`src/rtl/gpio_arb_pkg.sv`:
```
// Shared types and constants for the GPIO APB arbiter.
//   arb_state_e : APB master phase (IDLE / SETUP / ACCESS)
//   GPIO*_*     : register offsets of the GPIO slave (banks A and B)
package gpio_arb_pkg;

    typedef enum logic [1:0] {
        IDLE   = 2'd0,
        SETUP  = 2'd1,
        ACCESS = 2'd2
    } arb_state_e;

    localparam logic [7:0] GPIOA_OE = 8'h40;
    localparam logic [7:0] GPIOA_O  = 8'h44;
    localparam logic [7:0] GPIOA_I  = 8'h48;
    localparam logic [7:0] GPIOB_OE = 8'h50;
    localparam logic [7:0] GPIOB_O  = 8'h54;
    localparam logic [7:0] GPIOB_I  = 8'h58;

endpackage

```
`src/rtl/gpio_rr_arbiter.sv`:
```
// Combinational round-robin pick: first asserted request searching upward
// from ptr+1, wrapping modulo NUM_REQ.
//   req     : request vector
//   ptr     : index of the last winner
//   gnt     : one-hot grant
//   gnt_idx : encoded grant index
//   gnt_any : at least one request present
module gpio_rr_arbiter #(
    parameter int unsigned NUM_REQ = 2,
    parameter int unsigned IDX_W   = 1
) (
    input  logic [NUM_REQ-1:0] req,
    input  logic [IDX_W-1:0]   ptr,
    output logic [NUM_REQ-1:0] gnt,
    output logic [IDX_W-1:0]   gnt_idx,
    output logic               gnt_any
);

    logic [IDX_W-1:0] cand;

    always_comb begin
        gnt     = '0;
        gnt_idx = '0;
        gnt_any = 1'b0;
        cand    = '0;
        // Scan offsets 1..NUM_REQ so the previous winner is considered last.
        for (int unsigned off = 1; off <= NUM_REQ; off++) begin
            cand = IDX_W'((32'(ptr) + off) % NUM_REQ);
            if (!gnt_any && req[cand]) begin
                gnt_idx = cand;
                gnt_any = 1'b1;
            end
        end
        if (gnt_any) begin
            gnt = NUM_REQ'(1) << gnt_idx;
        end
    end

endmodule

```
`src/rtl/gpio_apb_arbiter.sv`:
```
// Shares the GPIO block's single APB slave port between NUM_REQ requesters.
// Round-robin arbitration, APB SETUP/ACCESS sequencing, per-requester
// completion pulse with read data.
// Optional build macro GPIO_ARB_LOCK_EN adds req_lock for atomic
// read-modify-write sequences (lock owner is the only requester arbitrated).
// Ports:
//   apb_pclk, apb_prstn      : clock, async active-low reset
//   req_valid/ready/write    : per-requester handshake and direction
//   req_lock                 : (GPIO_ARB_LOCK_EN only) hold bus after this transfer
//   req_addr/req_wdata       : packed per-requester payloads, slice i = requester i
//   rsp_valid/rsp_rdata      : one-hot completion pulse and read data (0 for writes)
//   m_psel..m_pwdata/m_prdata: APB master towards the GPIO slave (no pready)
//   busy                     : transfer in SETUP or ACCESS
module gpio_apb_arbiter
    import gpio_arb_pkg::*;
#(
    parameter int unsigned NUM_REQ = 2,
    parameter int unsigned ADDR_W  = 32,
    parameter int unsigned DATA_W  = 32
) (
    input  logic                      apb_pclk,
    input  logic                      apb_prstn,
    input  logic [NUM_REQ-1:0]        req_valid,
    output logic [NUM_REQ-1:0]        req_ready,
    input  logic [NUM_REQ-1:0]        req_write,
`ifdef GPIO_ARB_LOCK_EN
    input  logic [NUM_REQ-1:0]        req_lock,
`endif
    input  logic [NUM_REQ*ADDR_W-1:0] req_addr,
    input  logic [NUM_REQ*DATA_W-1:0] req_wdata,
    output logic [NUM_REQ-1:0]        rsp_valid,
    output logic [DATA_W-1:0]         rsp_rdata,
    output logic                      m_psel,
    output logic                      m_penable,
    output logic                      m_pwrite,
    output logic [ADDR_W-1:0]         m_paddr,
    output logic [DATA_W-1:0]         m_pwdata,
    input  logic [DATA_W-1:0]         m_prdata,
    output logic                      busy
);

    localparam int unsigned IDX_W = (NUM_REQ > 1) ? $clog2(NUM_REQ) : 1;

    arb_state_e          state_q,     state_d;
    logic [IDX_W-1:0]    ptr_q,       ptr_d;
    logic                psel_q,      psel_d;
    logic                penable_q,   penable_d;
    logic                pwrite_q,    pwrite_d;
    logic [ADDR_W-1:0]   paddr_q,     paddr_d;
    logic [DATA_W-1:0]   pwdata_q,    pwdata_d;
    logic [NUM_REQ-1:0]  rsp_valid_q, rsp_valid_d;
    logic [DATA_W-1:0]   rsp_rdata_q, rsp_rdata_d;

    logic [NUM_REQ-1:0]  arb_req;
    logic [NUM_REQ-1:0]  gnt;
    logic [IDX_W-1:0]    gnt_idx;
    logic                gnt_any;
    logic                can_grant;

    logic [ADDR_W-1:0]   sel_addr;
    logic [DATA_W-1:0]   sel_wdata;
    logic                sel_write;

`ifdef GPIO_ARB_LOCK_EN
    logic                lock_q,     lock_d;
    logic [IDX_W-1:0]    lock_own_q, lock_own_d;
    logic                sel_lock;

    // While locked, only the owner is visible to the arbiter.
    always_comb begin
        arb_req = req_valid;
        if (lock_q) begin
            arb_req = req_valid & (NUM_REQ'(1) << lock_own_q);
        end
    end
`else
    always_comb begin
        arb_req = req_valid;
    end
`endif

    gpio_rr_arbiter #(
        .NUM_REQ (NUM_REQ),
        .IDX_W   (IDX_W)
    ) u_rr (
        .req     (arb_req),
        .ptr     (ptr_q),
        .gnt     (gnt),
        .gnt_idx (gnt_idx),
        .gnt_any (gnt_any)
    );

    // One-hot mux of the winner's payload.
    always_comb begin
        sel_addr  = '0;
        sel_wdata = '0;
        sel_write = 1'b0;
`ifdef GPIO_ARB_LOCK_EN
        sel_lock  = 1'b0;
`endif
        for (int unsigned i = 0; i < NUM_REQ; i++) begin
            if (gnt[i]) begin
                sel_addr  = sel_addr  | req_addr[i*ADDR_W +: ADDR_W];
                sel_wdata = sel_wdata | req_wdata[i*DATA_W +: DATA_W];
                sel_write = sel_write | req_write[i];
`ifdef GPIO_ARB_LOCK_EN
                sel_lock  = sel_lock  | req_lock[i];
`endif
            end
        end
    end

    // Next-state, grant and APB phase logic.
    always_comb begin
        state_d     = state_q;
        ptr_d       = ptr_q;
        psel_d      = 1'b0;
        penable_d   = 1'b0;
        pwrite_d    = pwrite_q;
        paddr_d     = paddr_q;
        pwdata_d    = pwdata_q;
        rsp_valid_d = '0;
        rsp_rdata_d = '0;
        req_ready   = '0;
        can_grant   = 1'b0;
`ifdef GPIO_ARB_LOCK_EN
        lock_d      = lock_q;
        lock_own_d  = lock_own_q;
`endif

        case (state_q)
            IDLE: begin
                can_grant = 1'b1;
            end
            SETUP: begin
                state_d   = ACCESS;
                psel_d    = 1'b1;
                penable_d = 1'b1;
            end
            ACCESS: begin
                // ptr_q still names the requester that owns this transfer.
                state_d     = IDLE;
                rsp_valid_d = NUM_REQ'(1) << ptr_q;
                rsp_rdata_d = pwrite_q ? '0 : m_prdata;
                can_grant   = 1'b1;
            end
            default: begin
                state_d = IDLE;
            end
        endcase

        if (can_grant && gnt_any) begin
            req_ready = gnt;
            state_d   = SETUP;
            psel_d    = 1'b1;
            penable_d = 1'b0;
            ptr_d     = gnt_idx;
            pwrite_d  = sel_write;
            paddr_d   = sel_addr;
            pwdata_d  = sel_write ? sel_wdata : '0;
`ifdef GPIO_ARB_LOCK_EN
            if (sel_lock) begin
                lock_d     = 1'b1;
                lock_own_d = gnt_idx;
            end else if (lock_q && (gnt_idx == lock_own_q)) begin
                lock_d     = 1'b0;
            end
`endif
        end
    end

    always_ff @(posedge apb_pclk or negedge apb_prstn) begin
        if (!apb_prstn) begin
            state_q     <= IDLE;
            ptr_q       <= IDX_W'(NUM_REQ - 1);
            psel_q      <= 1'b0;
            penable_q   <= 1'b0;
            pwrite_q    <= 1'b0;
            paddr_q     <= '0;
            pwdata_q    <= '0;
            rsp_valid_q <= '0;
            rsp_rdata_q <= '0;
`ifdef GPIO_ARB_LOCK_EN
            lock_q      <= 1'b0;
            lock_own_q  <= '0;
`endif
        end else begin
            state_q     <= state_d;
            ptr_q       <= ptr_d;
            psel_q      <= psel_d;
            penable_q   <= penable_d;
            pwrite_q    <= pwrite_d;
            paddr_q     <= paddr_d;
            pwdata_q    <= pwdata_d;
            rsp_valid_q <= rsp_valid_d;
            rsp_rdata_q <= rsp_rdata_d;
`ifdef GPIO_ARB_LOCK_EN
            lock_q      <= lock_d;
            lock_own_q  <= lock_own_d;
`endif
        end
    end

    assign m_psel    = psel_q;
    assign m_penable = penable_q;
    assign m_pwrite  = pwrite_q;
    assign m_paddr   = paddr_q;
    assign m_pwdata  = pwdata_q;
    assign rsp_valid = rsp_valid_q;
    assign rsp_rdata = rsp_rdata_q;
    assign busy      = psel_q;

endmodule

```
`config.mk`:
```
export PLATFORM = sky130hd
export DESIGN_NAME = gpio_apb_arbiter
export DESIGN_NICKNAME = d
export VERILOG_FILES = /design/src/rtl/gpio_arb_pkg.sv /design/src/rtl/gpio_rr_arbiter.sv /design/src/rtl/gpio_apb_arbiter.sv
export SDC_FILE = /design/constraint.sdc
export NUM_CORES = 1
export LEC_CHECK = 0
export CAP_MARGIN = 20
export CORE_MARGIN = 5
export CORE_UTILIZATION = 40
export CTS_CLUSTER_SIZE = 12
export DETAILED_ROUTE_END_ITERATION = 12
export GPL_TIMING_DRIVEN = 0
export PLACE_DENSITY = 0.84
export SLEW_MARGIN = 10
export SYNTH_ARGS = -nofsm -noshare
export SYNTH_HDL_FRONTEND = slang
export SYNTH_HIERARCHICAL = 1
export SYNTH_SLANG_ARGS = --single-unit
export TNS_END_PERCENT = 1
```
`constraint.sdc`:
```
create_clock -name apb_pclk -period 5.1 [get_ports apb_pclk]
set_clock_uncertainty 0.1 [all_clocks]
set_input_delay 1.02 -clock apb_pclk [delete_from_list [all_inputs] [get_ports apb_pclk]]
set_output_delay 1.02 -clock apb_pclk [all_outputs]
set_load 0.01 [all_outputs]
```
== Yosys cells after proc, flatten, opt, wreduce, memory -nomap -nowiden ==
Cells that the tools add are included.

* Register bits: 104
* Input bits: 166
* Output and inout bits: 104
* Word-level logic and storage cells: 52

* Add/subtract/negate cells: 2
* Magnitude comparators: 2
* Equality and inequality tests: 3
* Shift operators: 2
* Muxes and demuxes: 26
* Bitwise gates (word level): 3
* Reductions and logical operators: 5

{| class="wikitable"
|+ Operators with widths
! operator !! number
|-
| 32-bit two-way mux || 7
|-
| 32-bit bitwise OR || 2
|-
| 1-bit two-way mux || 14
|-
| 2-bit two-way mux || 4
|-
| 1-bit by 2-bit < comparator with 1-bit output, second input constant || 2
|-
| 2-bit one-hot mux with 2 select lines || 1
|-
| 1-bit by 1-bit left shift with 2-bit output, first input constant || 2
|-
| 1-bit adder, second input constant || 2
|-
| 2-bit by 1-bit == test with 1-bit output, second input constant || 1
|-
| 2-bit == test, second input constant || 1
|-
| 1-bit logical AND || 2
|-
| 2-bit logical NOT || 1
|-
| 2-bit inequality test, second input constant || 1
|-
| 2-bit OR reduction || 1
|-
| 1-bit logical NOT || 1
|-
| 1-bit bitwise OR || 1
|}

== Logic depth before layout (Yosys ltp) ==
Gate-level depths: netlist of the first run.

* Depth in word-level cells: 13
* Depth in mapped cells: 7
* Mapped depth without buffers: 5

== By module ==
The synthesis of the first run kept the hierarchy.

{| class="wikitable"
|+ By module, submodules not included
! module !! instances !! cells each !! area each (sq um) !! seq. area each (sq um)
|-
| gpio_apb_arbiter || 1 || 379 || 4301.6 || 2603.7
|-
| gpio_rr_arbiter || 1 || 5 || 32.5 || 0.0
|}

== Worst setup path before layout of the first run ==
No wires, ideal clock.

* Path kind: input to output
* Start: in req_valid[1]
* End: out req_ready[1]
* Arrival time: 1778 ps
* Required time: 3980 ps
* Slack: 2202 ps
* Stages: 4
* Path buffers: 2
* Cell sequence: a21boi_1 > buf_2 > buf_2 > and2_1

* Cells in the longest elaborated chain, start to end: 9
* Elaborated cells between the ends (all ways): 14
* Classes of those cells: 1 x shift; 10 x mux; 3 x reduce/logical

{| class="wikitable"
|+ Ends and longest elaborated chain
! item !! RTL line !! RTL
|-
| start: declaration || gpio_apb_arbiter.sv:23 || <nowiki>input logic [NUM_REQ-1:0] req_valid,</nowiki>
|-
| 1-bit two-way mux (not written as such) (2 in series) || gpio_rr_arbiter.sv:29 || <nowiki>if (!gnt_any && req[cand]) begin</nowiki>
|-
| 1-bit two-way mux || gpio_rr_arbiter.sv:29 ||
|-
| 1-bit logical NOT || gpio_rr_arbiter.sv:29 ||
|-
| 1-bit logical AND || gpio_rr_arbiter.sv:29 ||
|-
| 1-bit two-way mux || gpio_rr_arbiter.sv:29 ||
|-
| 1-bit by 1-bit left shift with 2-bit output || gpio_rr_arbiter.sv:35 || <nowiki>gnt = NUM_REQ'(1) << gnt_idx;</nowiki>
|-
| 2-bit two-way mux || gpio_rr_arbiter.sv:34 || <nowiki>if (gnt_any) begin</nowiki>
|-
| 2-bit two-way mux (*) || gpio_apb_arbiter.sv:152 || <nowiki>if (can_grant && gnt_any) begin</nowiki>
|-
| end: declaration || gpio_apb_arbiter.sv:24 || <nowiki>output logic [NUM_REQ-1:0] req_ready,</nowiki>
|}

Every way passes the cells marked *; elsewhere a longest branch is shown, timed or not. The select of a mux whose other input is x is not followed.

== Worst setup path after layout of the first run ==
* Start: in req_valid[0]
* End: out req_ready[0]

* Cells in the longest elaborated chain, start to end: 9
* Elaborated cells between the ends (all ways): 14
* Classes of those cells: 1 x shift; 10 x mux; 3 x reduce/logical

{| class="wikitable"
|+ Ends and longest elaborated chain
! item !! RTL line !! RTL
|-
| 1-bit two-way mux (not written as such) (2 in series) || gpio_rr_arbiter.sv:29 ||
|-
| 1-bit two-way mux || gpio_rr_arbiter.sv:29 ||
|-
| 1-bit logical NOT || gpio_rr_arbiter.sv:29 ||
|-
| 1-bit logical AND || gpio_rr_arbiter.sv:29 ||
|-
| 1-bit two-way mux || gpio_rr_arbiter.sv:29 ||
|-
| 1-bit by 1-bit left shift with 2-bit output || gpio_rr_arbiter.sv:35 ||
|-
| 2-bit two-way mux (*) || gpio_rr_arbiter.sv:34 ||
|-
| net gnt[0] || gpio_apb_arbiter.sv:55 || <nowiki>logic [NUM_REQ-1:0] gnt;</nowiki>
|-
| 2-bit two-way mux (*) || gpio_apb_arbiter.sv:152 ||
|}

The timed path passes the listed nets; every way through them passes the cells marked *. The select of a mux whose other input is x is not followed.

==> results of run 1 <==
-- cells by family after synthesis --
kind of cell / count (synthesis)
compound gates: 101
buf+inv: 35
flops: 104
simple gates: 144
-- sequential cells by signal, summed over array words and instances (netlist names) --
signal and flops:
rsp_rdata 32, busy 1, m_penable 1, m_pwrite 1
m_paddr 32, rsp_valid 2, m_pwdata 32, state_q 2
ptr_q 1
-- placed cells by master, fill, tap and decap left out, types with 4 or more instances in the layout --
master             n
nand2_1           37
buf_6             10
o21ai_0            4
and2_1            34
buf_4              7
o21ai_2           29
dfrtp_1          103
a22oi_1           32
clkdlybuf4s50_1  268
clkbuf_8          10
buf_2             11
nor2_1            68
a221oi_1          32
-- worst paths after layout --
path | to | startpoint | slack (ns) | depth (start not counted)
worst max-delay path | req_ready[0] | req_valid[0] | 0.82 | 6
worst min-delay path | m_penable$_DFF_PN0_ | state_q[1]$_DFFE_PN0P_ | 0.38 | 1
worst max register to register | m_paddr[24]$_DFFE_PN0P_ | ptr_q$_DFFE_PN1P_ | 3.10 | 6
worst min register to register | m_penable$_DFF_PN0_ | state_q[1]$_DFFE_PN0P_ | 0.38 | 1
max in group asynchronous | rsp_rdata[1]$_DFF_PN0_ | apb_prstn | 3.64 | 2
min in group asynchronous | m_paddr[11]$_DFFE_PN0P_ | apb_prstn | 0.58 | 1
-- through the flow --
step / worst slack, ns / total power, uW / cells / utilization / hold WS [ns]
global route: 0.705 / 2330 / 810 / 0.690 / 0.405
detailed placement: 0.807 / 1750 / 794 / 0.673 / 0.366
global placement: -0.757 / 1720 / 793 / 0.670 / 0.360
finish: 0.824 / 2210 / 810 / 0.690 / 0.383
floorplan: 2.20 / 1290 / 384 / - / 0.347
CTS: 0.810 / 2230 / 810 / 0.690 / 0.378
-- critical path: stages --
cell             delay (ns)
clkdlybuf4s50_1        0.52
a21boi_1               0.31
buf_2                  0.30
buf_2                  0.29
and2_1                 0.16
clkdlybuf4s50_1        0.56
-- Yosys cell counts --
master,number
dfrtp_1,103
nor2_1,68
nand2_1,37
and2_1,34
a221oi_1,32
a22oi_1,32
o21ai_2,29
buf_2,11
buf_6,10
buf_4,6
o21ai_0,4
a21boi_1,3
clkbuf_2,3
clkbuf_1,2
inv_1,2
a22o_1,1
and3_1,1
dfstp_2,1
inv_8,1
nand2_4,1
nand2b_1,1
nand2b_4,1
or2_1,1
-- per-layer routing --
layer,wire length [um],vias up,track usage
met5,0,-,0
li1,-,1901,-
met3,1320,20,0.0677
met4,291,0,0.0863
met1,5220,1913,0.243
met2,7770,184,0.407
-- power groups by stage --
stage                     sequential (uW)  clock (uW)  combinational, uW
after floorplan                      1060           0                230
after global placement               1010           0                710
after detailed placement             1010           0                732
after CTS                             998         499                734
after global routing                 1010         536                785
final                                 997         490                724
-- cell type report --
class / count / area, um^2
clock inverters: 6 / 51.3
repair buffers: 270 / 2720
multi-input cells: 245 / 1480
inverters: 3 / 18.8
well taps: 140 / 175
flip-flops and latches: 104 / 2600
plain buffers: 32 / 235
fillers: 804 / 3330
clock buffers: 10 / 138
==> flow_summary.ini, run 1 <==
[pwr]
clkPwrFrac = 0.221
leakage_uw = 0.00318
swShare = 0.302
peakVddDrop_mv = 0.153
p_int_uw = 1540
p_switching_uw = 668
p_seq_frac = 0.451
powerDensity_mw_per_mm2 = 298
pwr-share-comb = 0.328

[global_routing]
grt-ovfl-total = 0
grt_pass1_vias = 4299
grt_pass1_wl_um = 22600
track_usage = 0.224
grt_antenna_before_repair = 0
grt_max_degree = 54

[clocking]
cts_num_sinks = 104
cts_max_level = 3
clk_pin_slew_ns = 0.10
cts.path.max_buffers = 2
holdBufCountCts = 0
cts_resized = 0
cts_root_buf = clkbuf_8
clk-insertion-delay-late_ns = 0.36
cts_tree = yes
postCtsSetupBuffers = 0
cts_buffers = 9

[run_status]
status = finished, final reports clean

[yosys]
synth.top_cells.by_area = dfrtp_1 (59%), a221oi_1 (6.5%), nor2_1 (5.9%), o21ai_2 (5.9%), a22oi_1 (5.5%)
synth_top_family_by_area = compound AO/OA/AOI/OAI gates
syn-cell-area_mm2 = 0.00433
synth_cell_type_count = 23
synth.avg_cell_area_um2 = 11.3
seq_area_frac_synth = 0.601
postSynthCellCount = 384
muxShareOfSynthArea = 0
yosys.area.top_type_share = 0.595
synth_top_area_cell = dfrtp_1
yosysWarnings = 6
synth-seq-cells = 104
yosys.area_share.simple = 0.150
synthesis.nets = 550
synth-compound-area-share = 0.191
synthXorXnorAreaFrac = 0
synth_adder_area_share = 0

[run]
maxCapViolations = 0

[floorplanning]
die_y_um = 114
coreArea_mm2 = 0.0107
row_count = 38
die_width_um = 114
initial_utilization = 0.403
io_pins = 270
die-area_mm2 = 0.0130

[timing]
fin_setup_tns_ns = 0
min_period_ns = 4.28
fmax_mhz = 234
worstMarginPinSlew_ns = 0.689
rsz0062_at_grt = false
slew-limit-headroom = 0.540
final_max_slew_viol_count = 0
layout_worst_path_cycle_share = 0.838
hold_violations = 0
setup_violations = 0

[placed_design]
portBuffers = 269
placed_area_mm2 = 0.00723
dp_hpwl_um = 11800
gp_congestion = 0.936

[route]
ant_nets = 0
wirelength_um = 14600
vias_per_cell = 4.96
drt_iter0_markers = 198
dr.pass1.iters = 4
drc = 0
dr_total_vias = 4018
routedWlPerCell_um = 18.0

[layout]
syn_to_final_growth_pct = 71.1
antenna_cells = 0
layout-drive-gt1-share = 0.121
finalNetCount = 831
final_cell_area_mm2 = 0.00742

[worst_setup_path]
cp-end-kind = output port
worst-setup-path-type = input port to output port
cp_max_fo = 10
cp_data_required_time_ns = 3.98
arrival_ns = 3.16
cp-start-kind = input port

[worst_hold_path]
min_path_type = flip-flop to flip-flop
(Power assumes the default switching activity.)
==> run 2: changes to the inputs <==
CORE_UTILIZATION = 33   (was 40)
PLACE_DENSITY = 0.74   (was 0.84)
clock period = 3.5 ns   (was 5.1 ns; I/O delays follow)
==> flow_summary.ini, run 2 (synthesis gave the netlist of run 1 again) <==
[route]
drc = 0
drt_iter0_markers = 142
ant_nets = 0
dr_total_vias = 4008
routedWlPerCell_um = 17.4
dr.pass1.iters = 4
wirelength_um = 14600
vias_per_cell = 4.77

[pwr]
finalPower_uw = 3630
peakVddDrop_mv = 0.260
leakage_uw = 0.00327
powerDensity_mw_per_mm2 = 475

[placed_design]
portBuffers = 269
place_ws_ns = -0.192
gp_congestion = 0.817
dp_hpwl_um = 11700

[worst_setup_path]
worst-setup-path-type = input port to output port
cp-end-kind = output port
cp-start-kind = input port
cp_max_fo = 19
arrival_ns = 2.55
cp_data_required_time_ns = 2.70

[clocking]
cts_tree = yes
postCtsSetupBuffers = 0
cts_max_level = 3
cts_root_buf = clkbuf_16
cts.path.max_buffers = 2
clk_pin_slew_ns = 0.07
clk-insertion-delay-late_ns = 0.33
cts_num_sinks = 104
cts_buffers = 9

[floorplanning]
row_count = 41
io_pins = 270
initial_utilization = 0.339
die-area_mm2 = 0.0155
die_y_um = 125
die_width_um = 125
coreArea_mm2 = 0.0128

[global_routing]
grt_pass1_wl_um = 23100
track_usage = 0.184
grt_pass1_vias = 4282
grt-ovfl-total = 0
grt_antenna_before_repair = 0
grt_max_degree = 62

[timing]
rsz0062_at_grt = false
min_period_ns = 3.35
slew-limit-headroom = 0.685
layout_worst_path_cycle_share = 0.957
setup_violations = 0
postLayoutSetupSlackWorst_ns = 0.152
fmax_mhz = 299
hold_violations = 0
worstMarginPinSlew_ns = 0.473
final_max_slew_viol_count = 0

[layout]
finalNetCount = 830
final_common_cell = clkdlybuf4s50_1
layout_common_cells = clkdlybuf4s50_1 (267), dfrtp_1 (103), nor2_1 (68)
layout-drive-gt1-share = 0.123
antenna_cells = 0
syn_to_final_growth_pct = 76.3

[run_status]
status = finished, final reports clean

[worst_hold_path]
min_path_type = input port to asynchronous set/reset pin

[run]
maxCapViolations = 0
run 2: cell count changes in the layout (fill, tap and decap cells not counted), sizes merged:
| cell | previous run | this run |
|---|---|---|
| buf | 29 | 27 |
| bufinv | 0 | 2 |
| clkbuf | 15 | 17 |
| clkinv | 3 | 1 |
| clkdlybuf4s50 | 268 | 267 |
| clkinvlp | 1 | 0 |
| dlymetal6s2s | 0 | 1 |
run 2: worst max-delay path, cell delays in order:
cell	delay, ns
clkdlybuf4s50_1	0.58
a21boi_4	0.26
buf_4	0.29
and2_1	0.16
clkdlybuf4s50_1	0.55
run 2: final cells by class:
type	count	area (um^2)
fillers	1056	5130
clock inverters	5	86.3
inverters	3	18.8
flip-flops and latches	104	2600
well taps	172	215
multi-input cells	245	1500
plain buffers	31	241
clock buffers	11	253
repair buffers	270	2720
run 2: power breakdown:
part           switching, uW  internal [uW]  total, uW
clock network            442            673       1110
registers               83.7           1360       1450
logic                    462            602       1060
run 2: routing by layer:
| layer | global-route usage | share of wire | up-vias | wire, um |
|---|---|---|---|---|
| li1 | - | - | 1903 | - |
| met1 | 0.208 | 0.39 | 1901 | 5690 |
| met2 | 0.325 | 0.51 | 184 | 7440 |
| met3 | 0.0720 | 0.085 | 20 | 1240 |
| met4 | 0.0490 | 0.019 | 0 | 273 |
| met5 | 0 | 0 | - | 0 |
run 2: path summary, 6_finish.rpt:
kind / from / to / slack [ns] / cells after the start
min in group apb_pclk: m_pwdata[3]$_DFFE_PN0P_ / m_pwdata[3]$_DFFE_PN0P_ / 0.37 / 2
min reg2reg: m_pwdata[3]$_DFFE_PN0P_ / m_pwdata[3]$_DFFE_PN0P_ / 0.37 / 2
max reg2reg: ptr_q$_DFFE_PN1P_ / m_paddr[15]$_DFFE_PN0P_ / 1.59 / 6
min: apb_prstn / m_paddr[14]$_DFFE_PN0P_ / 0.17 / 1
max: req_valid[0] / req_ready[0] / 0.15 / 5
max in group asynchronous: apb_prstn / ptr_q$_DFFE_PN1P_ / 2.45 / 2
run 2: repair_timing:
action | CTS | global route
hold buffers | 0 | 0
setup endpoints to repair | 2 | 2
gates resized for setup | 4 | 5
hold endpoints to repair | 0 | 0
run 2: stage by stage:
step	cells	TNS (ns)	hold slack [ns]	cell area [um^2]	utilization
5_1_grt	841	0	0.199	7640	0.598
4_1_cts	842	-0.0164	0.183	7620	0.597
3_5_place_dp	826	-0.372	0.365	7270	0.569
2_1_floorplan	384	0	0.304	4330	-
6_report	841	0	0.167	7640	0.598
3_3_place_gp	825	-227.04	0.361	7240	0.567
==> run 3: changes to the inputs <==
REMOVE_ABC_BUFFERS = 1   (was default)
SETUP_SLACK_MARGIN = 0.02   (was default)
==> flow_summary.ini, run 3 (synthesis gave the netlist of run 1 again) <==
[run_status]
status = finished, final reports clean

[layout]
syn_to_final_growth_pct = 73.0
finalNetCount = 807
layout_common_cells = clkdlybuf4s50_1 (266), dfrtp_1 (103), nor2_1 (67)
final_common_cell = clkdlybuf4s50_1
antenna_cells = 0
layout-drive-gt1-share = 0.0975

[route]
dr_total_vias = 3901
vias_per_cell = 4.77
drt_iter0_markers = 173
dr.pass1.iters = 4
ant_nets = 0
drc = 0
wirelength_um = 15000
routedWlPerCell_um = 18.3

[timing]
worstMarginPinSlew_ns = 0.926
setup_violations = 0
slew-limit-headroom = 0.379
hold_violations = 0
layout_worst_path_cycle_share = 0.962
min_period_ns = 3.37
postLayoutSetupSlackWorst_ns = 0.133
final_max_slew_viol_count = 0
fmax_mhz = 297
rsz0062_at_grt = false

[global_routing]
grt_pass1_wl_um = 23800
grt_max_degree = 58
grt_antenna_before_repair = 0
grt_pass1_vias = 4276
track_usage = 0.192
grt-ovfl-total = 0

[clocking]
cts.path.max_buffers = 2
cts_num_sinks = 104
cts_tree = yes
cts_root_buf = clkbuf_16
clk-insertion-delay-late_ns = 0.33
holdBufCountCts = 0
clk_pin_slew_ns = 0.07
cts_buffers = 9
cts_max_level = 3

[worst_setup_path]
cp-start-kind = input port
cp_data_required_time_ns = 2.70
critPathBufInv = 2
arrival_ns = 2.57
regToRegSetupSlack_ns = 0.97
critPathSlowestCell = a21boi_4
cp_max_fo = 18
worst-setup-path-type = input port to output port
cp-end-kind = output port
crit_family = buffers and inverters
crit_chain = clkdlybuf4s15_1 > a21boi_4 > and2_1 > clkdlybuf4s50_1
slowest_delay_ns = 0.67

[pwr]
pwr-share-comb = 0.293
swShare = 0.277
powerDensity_mw_per_mm2 = 472
clkPwrFrac = 0.297
leakage_uw = 0.00315
p_int_uw = 2560
peakVddDrop_mv = 0.202
p_seq_frac = 0.410
p_switching_uw = 982
finalPower_uw = 3540

[floorplanning]
coreArea_mm2 = 0.0128
die_y_um = 125
initial_utilization = 0.339
io_pins = 270
die-area_mm2 = 0.0155
row_count = 41
die_width_um = 125

[placed_design]
dp_hpwl_um = 10400
gp_congestion = 0.763
place_ws_ns = -0.374
portBuffers = 269

[worst_hold_path]
min_path_type = input port to asynchronous set/reset pin

[run]
maxCapViolations = 0
[run 3: worst register-to-register path, cell delays in order (launching register included)]
cell and delay [ns]:
dfstp_2 0.66, inv_1 0.17, a21boi_4 0.60, a22o_1 0.31, nand2_4 0.32, o21ai_0 0.28
[run 3: final cells by class]
cell class,count,area [um^2]
well taps,172,215
clock inverters,3,47.5
clock buffers,13,270
multi-input cells,249,1540
repair buffers,274,2800
flip-flops and latches,104,2600
fillers,1082,5270
inverters,3,18.8
[run 3: path summary, 6_finish.rpt]
check / from / end / cells after the start
max: req_valid[0] / req_ready[0] / 4
min: apb_prstn / rsp_rdata[30]$_DFF_PN0_ / 1
max reg2reg: ptr_q$_DFFE_PN1P_ / m_pwdata[31]$_DFFE_PN0P_ / 5
min reg2reg: m_pwdata[5]$_DFFE_PN0P_ / m_pwdata[5]$_DFFE_PN0P_ / 2
max in group asynchronous: apb_prstn / ptr_q$_DFFE_PN1P_ / 2
min in group apb_pclk: m_pwdata[5]$_DFFE_PN0P_ / m_pwdata[5]$_DFFE_PN0P_ / 2
[run 3: per-stage QoR]
stage | utilization | instances | hold slack [ns] | area [um^2] | TNS [ns]
after floorplan | - | 352 | 0.304 | 4100 | -25.62
after global placement | 0.549 | 793 | 0.361 | 7010 | -383.61
after detailed placement | 0.558 | 797 | 0.365 | 7130 | -0.743
after CTS | 0.587 | 817 | 0.201 | 7490 | 0
after global routing | 0.587 | 818 | 0.220 | 7500 | 0
final | 0.587 | 818 | 0.188 | 7500 | 0
[run 3: timing repair]
| item | CTS | global route |
|---|---|---|
| endpoints found under the setup margin | 2 | 1 |
| gates cloned | 4 | 0 |
| buffers inserted | 0 | 1 |
| resized for setup | 6 | 0 |
| pin swaps | 0 | 1 |
[run 3: power groups by stage]
stage	sequential, uW	combinational [uW]	clock, uW
2_1_floorplan	1540	282	0
3_3_place_gp	1460	991	0
3_5_place_dp	1470	1030	0
4_1_cts	1450	1050	1070
5_1_grt	1480	1120	1120
6_report	1450	1040	1050
[run 3: routing by layer]
metal  GRT usage  up-vias  share of wire
li1            -     1861              -
met1       0.222     1850           0.39
met2       0.346      168           0.53
met3      0.0485       22          0.066
met4      0.0671        0          0.019
met5           0        -              0
